===== src/rtl/csi2_calib_pkg.sv =====
// Shared types and default-geometry constants for the CSI-2 lane delay calibrator.
// Optional eye map output is enabled by CSI2_DELAY_CALIB_EYE_MAP_EN.
package csi2_calib_pkg;

  typedef enum logic [2:0] {
    IDLE,
    APPLY,
    SETTLE,
    MEASURE,
    EVAL,
    FINAL,
    DONE
  } calib_state_t;

  localparam int DEF_DELAY_WIDTH = 5;
  localparam int DEF_LANES       = 2;
  localparam int MAX_TAP         = 2**DEF_DELAY_WIDTH - 1;
  localparam int RUN_WIDTH       = DEF_DELAY_WIDTH + 1;

  typedef logic [DEF_LANES-1:0][DEF_DELAY_WIDTH-1:0] lane_taps_t;

endpackage


===== src/rtl/csi2_calib_window_tracker.sv =====
// Tracks the longest run of good taps seen during one lane sweep.
// Earliest window wins ties; no wrap-around past the last tap.
module csi2_calib_window_tracker
  import csi2_calib_pkg::*;
#(
  parameter int DELAY_WIDTH = DEF_DELAY_WIDTH
) (
  input  logic                   clk_i,
  input  logic                   rst_i,
  input  logic                   clear_i,
  input  logic                   valid_i,
  input  logic                   good_i,
  input  logic [DELAY_WIDTH-1:0] tap_i,
  output logic [DELAY_WIDTH-1:0] best_start_o,
  output logic [DELAY_WIDTH:0]   best_len_o
);

  logic [DELAY_WIDTH:0]   run_len_q, run_len_d;
  logic [DELAY_WIDTH:0]   best_len_q, best_len_d;
  logic [DELAY_WIDTH-1:0] run_start_q, run_start_d;
  logic [DELAY_WIDTH-1:0] best_start_q, best_start_d;
  logic [DELAY_WIDTH:0]   rl;
  logic [DELAY_WIDTH-1:0] rs;

  always_comb begin
    run_len_d    = run_len_q;
    run_start_d  = run_start_q;
    best_len_d   = best_len_q;
    best_start_d = best_start_q;
    rl = run_len_q + 1'b1;
    rs = (run_len_q == '0) ? tap_i : run_start_q;
    if (clear_i) begin
      run_len_d    = '0;
      run_start_d  = '0;
      best_len_d   = '0;
      best_start_d = '0;
    end else if (valid_i) begin
      if (good_i) begin
        run_len_d   = rl;
        run_start_d = rs;
        if (rl > best_len_q) begin
          best_len_d   = rl;
          best_start_d = rs;
        end
      end else begin
        run_len_d = '0;
      end
    end
  end

  always_ff @(posedge clk_i) begin
    if (rst_i) begin
      run_len_q    <= '0;
      run_start_q  <= '0;
      best_len_q   <= '0;
      best_start_q <= '0;
    end else begin
      run_len_q    <= run_len_d;
      run_start_q  <= run_start_d;
      best_len_q   <= best_len_d;
      best_start_q <= best_start_d;
    end
  end

  assign best_start_o = best_start_q;
  assign best_len_o   = best_len_q;

endmodule


===== src/rtl/csi2_delay_calib.sv =====
// Per-lane IDELAY sweep: score each tap by errors, centre each lane in its widest clean window.
// Define CSI2_DELAY_CALIB_EYE_MAP_EN to add the per-tap eye_map_o result bitmap.
module csi2_delay_calib
  import csi2_calib_pkg::*;
#(
  parameter int DATA_LANES     = 2,
  parameter int DELAY_WIDTH    = 5,
  parameter int INIT_DELAY     = 0,
  parameter int SETTLE_CYCLES  = 64,
  parameter int DWELL_FRAMES   = 2,
  parameter int TIMEOUT_CYCLES = 2**22,
  parameter int MIN_WINDOW     = 3
) (
  input  logic                                  clk_i,
  input  logic                                  rst_i,
  input  logic                                  start_i,
  input  logic                                  abort_i,
  input  logic                                  frame_start_i,
  input  logic                                  header_err_i,
  input  logic                                  crc_err_i,
  output logic [DATA_LANES-1:0][DELAY_WIDTH-1:0] lane_delay_o,
  output logic                                  delay_act_o,
  output logic                                  busy_o,
  output logic                                  done_o,
  output logic [DATA_LANES-1:0]                 lane_fail_o
`ifdef CSI2_DELAY_CALIB_EYE_MAP_EN
  ,
  output logic [DATA_LANES-1:0][2**DELAY_WIDTH-1:0] eye_map_o
`endif
);

  localparam int TAP_MAX = 2**DELAY_WIDTH - 1;
  localparam int RUN_W   = DELAY_WIDTH + 1;
  localparam int CNT_W   = $clog2(TIMEOUT_CYCLES + SETTLE_CYCLES + 1);
  localparam int FR_W    = $clog2(DWELL_FRAMES + 1);
  localparam int LANE_W  = (DATA_LANES > 1) ? $clog2(DATA_LANES) : 1;

  calib_state_t state_q, state_d;
  logic [LANE_W-1:0] lane_q, lane_d;
  logic [DELAY_WIDTH-1:0] tap_q, tap_d;
  logic [CNT_W-1:0] cnt_q, cnt_d;
  logic [FR_W-1:0] fr_q, fr_d, fr_n;
  logic err_q, err_d, err_n;
  logic good_q, good_d;
  logic [DATA_LANES-1:0][DELAY_WIDTH-1:0] taps_q, taps_d;
  logic act_q, act_d;
  logic done_q, done_d;
  logic [DATA_LANES-1:0] fail_q, fail_d;
  logic trk_clear, trk_valid;
  logic [DELAY_WIDTH-1:0] best_start;
  logic [RUN_W-1:0] best_len;
`ifdef CSI2_DELAY_CALIB_EYE_MAP_EN
  logic [DATA_LANES-1:0][2**DELAY_WIDTH-1:0] eye_q, eye_d;
`endif

  csi2_calib_window_tracker #(
    .DELAY_WIDTH(DELAY_WIDTH)
  ) u_trk (
    .clk_i       (clk_i),
    .rst_i       (rst_i),
    .clear_i     (trk_clear),
    .valid_i     (trk_valid),
    .good_i      (good_q),
    .tap_i       (tap_q),
    .best_start_o(best_start),
    .best_len_o  (best_len)
  );

  always_comb begin
    state_d   = state_q;
    lane_d    = lane_q;
    tap_d     = tap_q;
    cnt_d     = cnt_q;
    fr_d      = fr_q;
    err_d     = err_q;
    good_d    = good_q;
    taps_d    = taps_q;
    act_d     = 1'b0;
    done_d    = 1'b0;
    fail_d    = fail_q;
    trk_clear = 1'b0;
    trk_valid = 1'b0;
`ifdef CSI2_DELAY_CALIB_EYE_MAP_EN
    eye_d     = eye_q;
`endif
    fr_n  = fr_q + FR_W'(frame_start_i);
    err_n = err_q | header_err_i | crc_err_i;
    // Abort freezes everything already loaded; only the FSM returns home.
    if (abort_i) begin
      state_d = IDLE;
    end else begin
      unique case (state_q)
        IDLE: begin
          if (start_i) begin
            state_d   = APPLY;
            lane_d    = '0;
            tap_d     = '0;
            fail_d    = '0;
            trk_clear = 1'b1;
`ifdef CSI2_DELAY_CALIB_EYE_MAP_EN
            eye_d     = '0;
`endif
          end
        end
        APPLY: begin
          taps_d[lane_q] = tap_q;
          act_d   = 1'b1;
          cnt_d   = '0;
          fr_d    = '0;
          err_d   = 1'b0;
          state_d = SETTLE;
        end
        SETTLE: begin
          if (cnt_q == CNT_W'(SETTLE_CYCLES - 1)) begin
            cnt_d   = '0;
            state_d = MEASURE;
          end else begin
            cnt_d = cnt_q + 1'b1;
          end
        end
        MEASURE: begin
          fr_d  = fr_n;
          err_d = err_n;
          cnt_d = cnt_q + 1'b1;
          if (fr_n == FR_W'(DWELL_FRAMES) ||
              cnt_q == CNT_W'(TIMEOUT_CYCLES - 1)) begin
            good_d  = (fr_n == FR_W'(DWELL_FRAMES)) && !err_n;
            state_d = EVAL;
          end
        end
        EVAL: begin
          trk_valid = 1'b1;
`ifdef CSI2_DELAY_CALIB_EYE_MAP_EN
          eye_d[lane_q][tap_q] = good_q;
`endif
          if (tap_q == DELAY_WIDTH'(TAP_MAX)) begin
            state_d = FINAL;
          end else begin
            tap_d   = tap_q + 1'b1;
            state_d = APPLY;
          end
        end
        FINAL: begin
          trk_clear = 1'b1;
          act_d     = 1'b1;
          if (best_len >= RUN_W'(MIN_WINDOW)) begin
            taps_d[lane_q] =
              DELAY_WIDTH'(best_start + ((best_len - 1'b1) >> 1));
          end else begin
            taps_d[lane_q] = DELAY_WIDTH'(INIT_DELAY);
            fail_d[lane_q] = 1'b1;
          end
          if (lane_q == LANE_W'(DATA_LANES - 1)) begin
            state_d = DONE;
          end else begin
            lane_d  = lane_q + 1'b1;
            tap_d   = '0;
            state_d = APPLY;
          end
        end
        DONE: begin
          done_d  = 1'b1;
          state_d = IDLE;
        end
        default: state_d = IDLE;
      endcase
    end
  end

  always_ff @(posedge clk_i) begin
    if (rst_i) begin
      state_q <= IDLE;
      lane_q  <= '0;
      tap_q   <= '0;
      cnt_q   <= '0;
      fr_q    <= '0;
      err_q   <= 1'b0;
      good_q  <= 1'b0;
      taps_q  <= {DATA_LANES{DELAY_WIDTH'(INIT_DELAY)}};
      act_q   <= 1'b0;
      done_q  <= 1'b0;
      fail_q  <= '0;
`ifdef CSI2_DELAY_CALIB_EYE_MAP_EN
      eye_q   <= '0;
`endif
    end else begin
      state_q <= state_d;
      lane_q  <= lane_d;
      tap_q   <= tap_d;
      cnt_q   <= cnt_d;
      fr_q    <= fr_d;
      err_q   <= err_d;
      good_q  <= good_d;
      taps_q  <= taps_d;
      act_q   <= act_d;
      done_q  <= done_d;
      fail_q  <= fail_d;
`ifdef CSI2_DELAY_CALIB_EYE_MAP_EN
      eye_q   <= eye_d;
`endif
    end
  end

  assign lane_delay_o = taps_q;
  assign delay_act_o  = act_q;
  assign busy_o       = (state_q != IDLE);
  assign done_o       = done_q;
  assign lane_fail_o  = fail_q;
`ifdef CSI2_DELAY_CALIB_EYE_MAP_EN
  assign eye_map_o    = eye_q;
`endif

endmodule


===== config.mk =====
export PLATFORM = sky130hd
export DESIGN_NAME = csi2_delay_calib
export DESIGN_NICKNAME = d
export VERILOG_FILES = /design/src/rtl/csi2_calib_pkg.sv /design/src/rtl/csi2_calib_window_tracker.sv /design/src/rtl/csi2_delay_calib.sv
export SDC_FILE = /design/constraint.sdc
export NUM_CORES = 1
export LEC_CHECK = 0
export ABC_AREA = 1
export CAP_MARGIN = 20
export CORE_ASPECT_RATIO = 1.4
export CORE_MARGIN = 2
export CORE_UTILIZATION = 40
export DETAILED_ROUTE_END_ITERATION = 6
export DONT_BUFFER_PORTS = 1
export MAX_ROUTING_LAYER = met4
export SYNTH_ARGS = -nofsm -noshare
export SYNTH_HDL_FRONTEND = slang
export SYNTH_SLANG_ARGS = --single-unit

===== constraint.sdc =====
create_clock -name clk_i -period 6.5 [get_ports clk_i]
set_clock_uncertainty 0.1 [all_clocks]
set_input_delay 1.95 -clock clk_i [delete_from_list [all_inputs] [get_ports clk_i]]
set_output_delay 1.95 -clock clk_i [all_outputs]
set_load 0.02 [all_outputs]

==> results.md <==
- Die Area: 11200 sq um
- Post-synth top area share: 34.6%
- Vias: 3580
- Filler Cell Count: 1093
- Placeable Area: 10200 sq um
- Slew Limit Fails: 0
- Overall Global Routing Usage: 18.0%
- Fin Setup TNS: 0 ns
- First-pass GRT wire length: 16000 microns
- Area taken by multi-input logic gates: 2350 sq um
- Max_slew headroom: 44.3%
- Number of synthesized flops with an enable pin: 0
- Hold buffers post-CTS: 0
- NumNets Final: 612
- Worst reg-to-reg path cell count: 12
- LEAKAGE: 0.00181 uW
- Most common cell after layout, fill and taps aside: nand2_1
- Peak fanout along the critical path: 8
- HPWL after DPL: 7130 microns
- Crit path required time: 4.45 ns
- # diodes: 0
- Overflow after GRT: 0
- RR Endpoint: u_trk.best_start_o[4]$_SDFFE_PP0P_
- Largest area contributor in the netlist: dfxtp_1
- CP endpoint kind: primary output
- Crit path kind: register to primary output
- CP arrival: 1.30 ns
- Maximum vdd ir drop: 0.135 mV
- # Post-CTS Setup Buffers: 0
- Power Density: 213 nW/um^2
- Pre-antenna DRT Iters: 4
- Synthesized area: 4160 sq um
- Setup violators final: 0
- Routability cong.: 0.871
- Avg Inst Size Synth: 7.11 sq um
- Critical path origin: state_q[0]$_SDFFE_PP0P_
- Met1 Track Usage GR: 19.3%
- Synth cell types: 46
- Detail Route Antenna Nets: 0
- Commonest register cell after synthesis: dfxtp_1
- DRC Markers: 0
- Buffers added on ports: 0
- Hold crit path type: register to register
- R2r setup slk: 4.17 ns
- Wirelength per Cell: 12.6 microns
- Hold Startpoint: u_trk.run_start_q[0]$_SDFFE_PP0P_
- Row count: 44
- CTS root buf: clkbuf_16
- Startpoint types: register
- Register area: 1440 sq um
- RSZ-0062 raised after global routing: false
- Clock Path Buffers: 2
- Status: finished clean
- F_max: 299 MHz
- Worst-Margin Slew: 0.833 ns
- Seq/Total Area, Yosys: 34.6%
- Total Routed Length: 9150 microns
- Final hold vios: 0
- Die Span Y: 125 microns
- Initial antenna violation count: 0
- Vias in the first global route: 3610
- Synth warn: 0
- Mapped Cells: 585
- Post_cts resized: 0
- Shortest period the worst path allows: 3.35 ns
- Max-Cap Viols: 0
- Final worst-path cycle share: 51.5%
- Hold Path Sink: u_trk.run_start_q[0]$_SDFFE_PP0P_
- CTS Buf Count: 9
- Synth top area cells: dfxtp_1, nand2_1, nor2_1
- Starting density of the core: 40.6%
- Vias/cell: 4.91
- Top Ports: 22
- Worst reg2reg startpoint: u_trk.run_len_q[0]$_SDFFE_PP0P_
- GR Util met2: 31.8%
- GRT met3 Usage: 3.33%
- Most frequent cells in the layout: nand2_1, nor2_1, dfxtp_1
- Worst-Skew Late Latency: 0.34 ns
- Synth async-reset ratio: 0%
- Syn Nets: 611
- #FFs+latches synth: 72
- DIE WIDTH: 90.2 microns
- Pre-CTS WS: 2.86 ns
- Hold path cells: 2
- Clock-pin slew on the worst setup and hold paths: 0.06 ns
- Gr busiest metal: met2
- Initial DRC Count: 115
- Largest net degree at the start of global routing: 23
- Final Worst Setup Slack: 3.15 ns
- CTS tree: yes
- Area Growth Syn to Fin: 8.99%
- Layout cell share with drive strength beyond 1: 10.2%
- H-Tree Depth: 3
- Clock Sinks: 72
## critical path, stage by stage, from the launching register on
cell	delay, ns
dfxtp_1	0.53
inv_2	0.08
nand2_1	0.08
nor2_2	0.06
inv_1	0.21
## cells in the mapped netlist, types with 2 or more instances
library cell  instances
nor2_4                6
xnor2_1               5
or2_2                 2
xor2_1               12
nor3_1                8
buf_2                 4
inv_4                 3
inv_1                65
ha_1                 18
inv_2                 7
a22oi_1               5
nand4_1               3
nor2_1               79
nor4_1                2
nand2_4               8
dfxtp_1              72
o21ai_0              18
o21ai_2               2
a21oi_1              49
o21ai_1              15
nand2_1             129
a21oi_2               6
nand3_1              35
nor2_2                2
o211ai_1              3
buf_6                 4
nand2_2               2
nor3b_2               3
## power breakdown
part	total [uW]	switching [uW]	internal, uW
Clock	460	181	279
Sequential	452	6.10	446
Combinational	53.7	38.3	15.4
Total	966	225	741
## metrics by stage
stage          total power [uW]  area, sq um  hold WS, ns  std cells  util [%]
6_report                    966         4540        0.364        729      44.3
5_1_grt                    1010         4540        0.384        729      44.3
4_1_cts                     979         4540        0.367        729      44.3
3_5_place_dp                515         4260        0.359        713      41.6
3_3_place_gp                514         4260        0.350        713      41.6
2_1_floorplan               507         4160        0.337        585         -
## sequential cells by signal, summed over array words and instances (netlist names)
register	flops
cnt_q	23
delay_act_o	1
lane_fail_o	2
lane_q	1
state_q	3
u_trk.best_len_o	6
u_trk.best_start_o	5
tap_q	5
u_trk.run_len_q	6
lane_delay_o	10
good_q	1
done_o	1
u_trk.run_start_q	5
err_q	1
fr_q	2
## worst max-delay path by stage
| stage | to | slack (ns) | cells after the start |
|---|---|---|---|
| detailed placement | cnt_q[19]$_SDFFE_PP0P_ | 2.86 | 10 |
| global placement | cnt_q[19]$_SDFFE_PP0P_ | 2.89 | 10 |
| floorplan | cnt_q[13]$_SDFFE_PP0P_ | 3.45 | 9 |
| CTS | busy_o | 3.14 | 4 |
| finish | busy_o | 3.15 | 4 |
| global route | cnt_q[19]$_SDFFE_PP0P_ | 3.05 | 10 |
## logic make-up after synthesis
| group | synth area share, % |
|---|---|
| compound gates | 14.0 |
| flops | 34.6 |
| fa+ha+maj | 5.89 |
| xor+xnor | 3.58 |
| buf+inv | 8.90 |
| simple gates | 33.0 |
## layer usage
layer,vias to the layer above,share of wire [%]
li1,1894,-
met1,1619,42
met2,50,53
met3,17,2.8
met4,0,2.6
met5,-,0
## layout make-up
cell class | instances | area share [%]
clock buffers | 14 | 5.82
inverters | 76 | 6.48
flip-flops and latches | 72 | 31.8
clock inverters | 2 | 0.303
multi-input cells | 427 | 51.8
well taps | 138 | 3.81
(Power assumes the default switching activity.)
